[src/rtl/segment_pack.sv]
// -----------------------------------------------------------------------------
// segment_pack
//
// Receive-side re-assembler for the 4-phase interleaved DDC sample stream.
// Every valid sample carries a 2-bit phase tag. A run of phases 0,1,2,3 is
// packed into one 4-lane word and queued in a small first-word-fall-through
// FIFO for the SRIO packetiser. PRI realigns the assembler. Phase breaks are
// reported as sequence errors. Words that arrive while the FIFO is full are
// dropped and flagged as overflow.
//
// Parameters
//   DW        sample width per lane
//   DEPTH     output FIFO depth in words (power of two, >= 2)
//
// Ports
//   clk       system clock
//   rst_n     synchronous, active-low reset
//   PRI       pulse-repetition-interval strobe; restarts assembly
//   segment   phase tag of din (0..3)
//   din       sample
//   din_vld   din/segment valid
//   dout      packed word; [DW-1:0] = phase 0 ... [4*DW-1:3*DW] = phase 3
//   dout_vld  FIFO non-empty, dout valid
//   dout_rdy  consumer accepts dout this cycle
//   dout_sop  dout is the first word after PRI or reset
//   seg_err   one-cycle pulse on a phase-sequence error
//   err_cnt   saturating count of seg_err events
//   ovf       sticky: a completed word was dropped on a full FIFO
// -----------------------------------------------------------------------------
module segment_pack #(
  parameter int DW    = 16,
  parameter int DEPTH = 8
) (
  input  logic            clk,
  input  logic            rst_n,
  input  logic            PRI,
  input  logic [1:0]      segment,
  input  logic [DW-1:0]   din,
  input  logic            din_vld,
  output logic [4*DW-1:0] dout,
  output logic            dout_vld,
  input  logic            dout_rdy,
  output logic            dout_sop,
  output logic            seg_err,
  output logic [15:0]     err_cnt,
  output logic            ovf
);

  localparam int AW = $clog2(DEPTH);
  // FIFO entry: {sop tag, packed word}
  localparam int WW = 4*DW + 1;
  localparam logic [AW:0] C_FULL = (AW+1)'(DEPTH);

  localparam logic ST_WAIT_SYNC = 1'b0;
  localparam logic ST_COLLECT   = 1'b1;

  // ---------------------------------------------------------------------------
  // Assembler state
  // ---------------------------------------------------------------------------
  logic        r_state;
  logic [1:0]  r_exp;
  logic        r_sop_pend;
  logic        r_seg_err;
  logic [15:0] r_err_cnt;

  logic        w_state_next;
  logic [1:0]  w_exp_next;
  logic        w_sop_pend_next;
  logic        w_store;       // current sample goes into lane[segment]
  logic        w_word_done;   // current sample is a matching phase 3
  logic        w_seg_err_next;

  // Phase-3 samples are never held in a lane: they complete the word
  // straight from din, so only lanes 0..2 need storage.
  logic [3*DW-1:0] w_lanes;

  always_comb begin
    w_state_next    = r_state;
    w_exp_next      = r_exp;
    w_sop_pend_next = r_sop_pend;
    w_store         = 1'b0;
    w_word_done     = 1'b0;
    w_seg_err_next  = 1'b0;

    if (PRI) begin
      // PRI wins over any sample in the same cycle, including a completing
      // phase 3; the partial word is abandoned without an error.
      w_state_next    = ST_WAIT_SYNC;
      w_exp_next      = 2'd0;
      w_sop_pend_next = 1'b1;
    end else if (din_vld) begin
      case (r_state)
        ST_WAIT_SYNC: begin
          // Only a phase 0 can start a word; anything else is ignored
          // quietly while hunting for alignment.
          if (segment == 2'd0) begin
            w_store      = 1'b1;
            w_exp_next   = 2'd1;
            w_state_next = ST_COLLECT;
          end
        end
        ST_COLLECT: begin
          if (segment == r_exp) begin
            if (segment == 2'd3) begin
              w_word_done     = 1'b1;
              w_sop_pend_next = 1'b0;
              w_exp_next      = 2'd0;
            end else begin
              w_store    = 1'b1;
              w_exp_next = r_exp + 2'd1;
            end
          end else begin
            w_seg_err_next = 1'b1;
            if (segment == 2'd0) begin
              // An unexpected phase 0 is a usable resync point.
              w_store    = 1'b1;
              w_exp_next = 2'd1;
            end else begin
              w_state_next = ST_WAIT_SYNC;
              w_exp_next   = 2'd0;
            end
          end
        end
        default: begin
          w_state_next = ST_WAIT_SYNC;
          w_exp_next   = 2'd0;
        end
      endcase
    end
  end

  always_ff @(posedge clk) begin
    if (!rst_n) begin
      r_state    <= ST_WAIT_SYNC;
      r_exp      <= 2'd0;
      r_sop_pend <= 1'b1;
      r_seg_err  <= 1'b0;
      r_err_cnt  <= 16'd0;
    end else begin
      r_state    <= w_state_next;
      r_exp      <= w_exp_next;
      r_sop_pend <= w_sop_pend_next;
      r_seg_err  <= w_seg_err_next;
      if (w_seg_err_next && (r_err_cnt != 16'hFFFF)) begin
        r_err_cnt <= r_err_cnt + 16'd1;
      end
    end
  end

  // Lane registers 0..2, each loaded when a stored sample carries its phase.
  genvar gi;
  generate
    for (gi = 0; gi < 3; gi++) begin : g_lane
      logic [DW-1:0] r_lane;
      logic          w_we;

      assign w_we = w_store && (segment == 2'(gi));

      always_ff @(posedge clk) begin
        if (!rst_n) begin
          r_lane <= '0;
        end else if (w_we) begin
          r_lane <= din;
        end
      end

      assign w_lanes[gi*DW +: DW] = r_lane;
    end
  endgenerate

  // ---------------------------------------------------------------------------
  // Push stage: the completed word is registered once before it enters the
  // FIFO, so the full/accept decision is made against a stable word.
  // ---------------------------------------------------------------------------
  logic          r_push_vld;
  logic [WW-1:0] r_push_word;

  always_ff @(posedge clk) begin
    if (!rst_n) begin
      r_push_vld  <= 1'b0;
      r_push_word <= '0;
    end else begin
      r_push_vld <= w_word_done;
      if (w_word_done) begin
        r_push_word <= {r_sop_pend, din, w_lanes};
      end
    end
  end

  // ---------------------------------------------------------------------------
  // First-word-fall-through FIFO
  // ---------------------------------------------------------------------------
  logic [WW-1:0] r_mem [DEPTH];
  logic [AW-1:0] r_wr_ptr;
  logic [AW-1:0] r_rd_ptr;
  logic [AW:0]   r_count;
  logic          r_ovf;

  logic          w_empty;
  logic          w_full;
  logic          w_pop;
  logic          w_push_ok;
  logic [WW-1:0] w_head;

  assign w_empty = (r_count == '0);
  assign w_full  = (r_count == C_FULL);
  assign w_pop   = !w_empty && dout_rdy;
  // A push into a full FIFO still fits when the head leaves on the same edge.
  assign w_push_ok = r_push_vld && (!w_full || w_pop);

  always_ff @(posedge clk) begin
    if (w_push_ok) begin
      r_mem[r_wr_ptr] <= r_push_word;
    end
  end

  always_ff @(posedge clk) begin
    if (!rst_n) begin
      r_wr_ptr <= '0;
      r_rd_ptr <= '0;
      r_count  <= '0;
      r_ovf    <= 1'b0;
    end else begin
      if (w_push_ok) begin
        r_wr_ptr <= r_wr_ptr + AW'(1);
      end
      if (w_pop) begin
        r_rd_ptr <= r_rd_ptr + AW'(1);
      end
      case ({w_push_ok, w_pop})
        2'b10:   r_count <= r_count + 1'b1;
        2'b01:   r_count <= r_count - 1'b1;
        default: r_count <= r_count;
      endcase
      if (r_push_vld && !w_push_ok) begin
        r_ovf <= 1'b1;
      end
    end
  end

  // The head entry is read through so dout is valid in the same cycle that
  // dout_vld rises; it is masked while empty so dout idles at zero.
  assign w_head   = r_mem[r_rd_ptr];
  assign dout_vld = !w_empty;
  assign dout     = w_empty ? '0 : w_head[4*DW-1:0];
  assign dout_sop = !w_empty && w_head[WW-1];
  assign seg_err  = r_seg_err;
  assign err_cnt  = r_err_cnt;
  assign ovf      = r_ovf;

endmodule
[config.mk]
export PLATFORM = sky130hd
export DESIGN_NAME = segment_pack
export DESIGN_NICKNAME = d
export VERILOG_FILES = /design/src/rtl/segment_pack.sv
export SDC_FILE = /design/constraint.sdc
export NUM_CORES = 1
export LEC_CHECK = 0
export ABC_CLOCK_PERIOD_IN_PS = 19700
export CORE_ASPECT_RATIO = 1.5
export CORE_MARGIN = 2
export CORE_UTILIZATION = 46
export DETAILED_ROUTE_END_ITERATION = 10
export GPL_ROUTABILITY_DRIVEN = 0
export GPL_TIMING_DRIVEN = 1
export PLACE_DENSITY_LB_ADDON = 0.3
export SYNTH_ARGS = -nofsm -noshare
export SYNTH_HDL_FRONTEND = slang
export SYNTH_SLANG_ARGS = --single-unit
[constraint.sdc]
create_clock -name clk -period 19.7 [get_ports clk]
set_input_delay 3.94 -clock clk [delete_from_list [all_inputs] [get_ports clk]]
set_output_delay 3.94 -clock clk [all_outputs]
set_load 0.01 [all_outputs]
==> impl_metrics.json <==
{
  "max_slew.worst_pin.slew_ns": 1.21,
  "cp-end-kind": "output port",
  "post_synth_inst_count": 1528,
  "cts_tree": "done",
  "synth_compound_area_frac": 0.0275,
  "syn_avg_cell_area_um2": 16.7,
  "antenna_found_initial": 0,
  "remaining_overflow_grt": 0,
  "drt_first_iter_violations": 1050,
  "synth_xor_xnor_area_share": 0.00206,
  "cts_sinks": 669,
  "rows": 105,
  "post_route_cells_drive_above_1_share": 0.151,
  "synthArstFlopShare": 0,
  "grt_max_degree": 85,
  "detail_route.vias_per_cell": 5.66,
  "cp-start-kind": "flip-flop",
  "maximum_achievable_frequency_ghz": 0.123,
  "layoutNonFillerInstCount": 2375,
  "cts_buffers": 58,
  "timing.slew.headroom": 0.191,
  "cell_count_after_placement": 2266,
  "slew_violations": 0,
  "synth_sequential_area_ratio": 0.729,
  "chipHeight_um": 292,
  "synth_cell_type_count": 55,
  "number_of_flops_mapped_to_enable_cells_by_yosys": 520,
  "r2r.worst_path.cells": 5,
  "max_cap_violations": 0,
  "rsz0062_at_grt": "no",
  "cts-root-buf": "clkbuf_16",
  "min_path_type": "reg -> reg",
  "cts-root-to-sink-buffers": 3,
  "yosysTopAreaCellShare": 0.612,
  "outcome": "finished clean",
  "cp_max_fo": 52,
  "synth_top_family_by_area": "multiplexers",
  "post_drt_wl_per_cell_um": 23.5,
  "finalHoldViolations": 0,
  "cp.required_ns": 15.76,
  "post_cts_hold_buffer_count": 0,
  "netlist_area_um2": 25500,
  "synth_adder_area_share": 0.00324,
  "power.static_leakage_nw": 9.69,
  "post_cts_sizing": 0,
  "worst-r2r-setup-slack_ns": 16.30,
  "synthesis.nets": 1557,
  "io_buffer_count": 106,
  "fin_skew_ns": 0.0120,
  "rr_endpoint": "r_mem[2][10]$_DFFE_PP_",
  "power_per_cell_area_nw_per_um2": 103,
  "cts-htree-levels": 2,
  "post-route-period-util": 0.414,
  "nNetsFinal": 1660,
  "die_width_um": 196,
  "core_area_um2": 54800,
  "post-dp-hpwl_mm": 31.4,
  "commonest_cells_after_routing_fill_and_taps_aside": "edfxtp_1 (520), nand2_1 (235), dfxtp_1 (146)",
  "dr.pass1.iters": 5,
  "grtUsageTotal": 0.196,
  "synth.mux.area_fraction": 0.158,
  "wire_length_of_the_first_global_routing_pass_mm": 84.4,
  "clkLatencyLatePin_ns": 0.59,
  "setup_violations": 0,
  "reg2reg_from": "r_count[1]$_SDFFE_PN0P_",
  "worstSetupPathType": "reg -> out",
  "synth_top_cell_by_area": "edfxtp_1",
  "ys.flop_type": "edfxtp_1",
  "yosys_reg_bits": 669,
  "dieArea_um2": 57400,
  "synthToLayoutAreaGrowth_pct": 14.2,
  "cts_post_setup_buffers_inserted": 0,
  "crit_arrival_ns": 4.22,
  "worst_setup_hold_path_clk_slew_ns": 0.06,
  "synth-warning-count": 0,
  "timing.hold.worst_path_depth": 2,
  "vias": 13444,
  "synth-simple-area-share": 0.0648,
  "holdPathEnd": "r_push_word[34]$_SDFFE_PN0P_",
  "floorplan.io_pins": 107,
  "drt_wl_total_mm": 55.9,
  "mostFrequentLayoutCell": "edfxtp_1",
  "route.antenna.remaining_nets": 0,
  "sum_neg_setup_slack_ns": 0,
  "start_util": 0.466,
  "fin_crit_ns": 8.16,
  "synth.top_cells.by_area": "edfxtp_1 (61%), dfxtp_1 (12%), mux4_2 (11%)",
  "ir_worst_vdd_mv": 0.142,
  "drc": 0,
  "via_count_of_the_first_global_routing_pass": 14042,
  "hp-start": "g_lane[2].r_lane[2]$_SDFFE_PN0P_"
}
-- cell usage after synthesis (2+ instances only) --
master and instances:
a211oi_1 5, a21oi_1 89, a41oi_1 3, and3_1 2, and3b_1 2, buf_1 14
buf_2 25, clkbuf_1 47, dfxtp_1 149, edfxtp_1 520, ha_1 5, inv_1 9
mux2i_1 110, mux4_2 130, nand2_1 235, nand2b_1 15, nand3_1 4, nand4_1 5
nand4_2 3, nor2_1 94, nor3_1 7, nor4_1 4, o211ai_1 4, o21ai_0 6
o31ai_1 3, or3_1 4, or4_1 2, xnor2_1 3, xor2_1 3
-- worst max path at each step --
stage | cells past startpoint | start | end
final | 6 | flip-flop | dout[5]
after global routing | 6 | flip-flop | dout[15]
after CTS | 6 | flip-flop | dout[15]
after detailed placement | 6 | flip-flop | dout[15]
after global placement | 6 | flip-flop | dout[15]
after floorplan | 4 | dout_rdy | r_mem[0][0]$_DFFE_PP_
-- power by group --
group,internal (W),switching (W)
Sequential,0.00151,0.0000218
Clock,0.000593,0.000486
Combinational,0.000168,0.000225
Total,0.00227,0.000733
-- cell type report --
type,instances,area [µm²]
clock inverter,23,166
inverter,10,37.5
clock buffer,85,1610
sequential,669,18600
multi-input combinational,763,6600
antenna,1,2.50
tap,695,870
fill,4318,25700
timing repair buffer,129,1230
-- kinds of logic (layout without fill, tap and decap cells) --
group | after synthesis | in the layout
xor gates and xnor gates | 6 | 6
DFF | 669 | 669
adders and majority gates | 6 | 6
muxes | 240 | 240
other | 0 | 1
AOI/OAI and AO/OA | 122 | 122
buffers and inverters | 96 | 247
and+or+nand+nor | 389 | 389
-- state kept, by name (all words and copies together) (netlist names), named ones only --
name,count
r_push_vld,1
g_lane.r_lane,48
ovf,1
r_count,4
r_exp,2
seg_err,1
r_state,1
r_rd_ptr,3
err_cnt,16
r_push_word,65
r_mem,520
r_sop_pend,1
r_wr_ptr,3
-- metrics by stage --
| stage | utilization | hold WS [ns] | area, µm² | power (W) | setup slack, ns |
|---|---|---|---|---|---|
| after global routing | 0.532 | 0.472 | 29100 | 0.00311 | 11.18 |
| after CTS | 0.532 | 0.453 | 29100 | 0.00304 | 11.35 |
| final | 0.532 | 0.451 | 29100 | 0.00300 | 11.54 |
| after floorplan | - | 0.432 | 25500 | 0.00178 | 10.18 |
| after global placement | 0.499 | 0.437 | 27300 | 0.00196 | 11.99 |
| after detailed placement | 0.499 | 0.442 | 27300 | 0.00196 | 12.00 |
-- layer usage --
metal  part of all wire  routed length (µm)  track usage
met5                  0                   0            0
met4              0.023                1310       0.0589
met3              0.060                3340       0.0306
met2               0.53               29800        0.359
met1               0.38               21400        0.238
-- critical path, stage by stage, from the launching register on --
cell and delay [ns]:
dfxtp_4 0.73, buf_4 0.65, buf_4 0.76, mux4_2 0.34, mux2i_1 0.10, nor2_1 0.35
clkdlybuf4s50_1 0.62
Power figures use the tool's default switching activity.
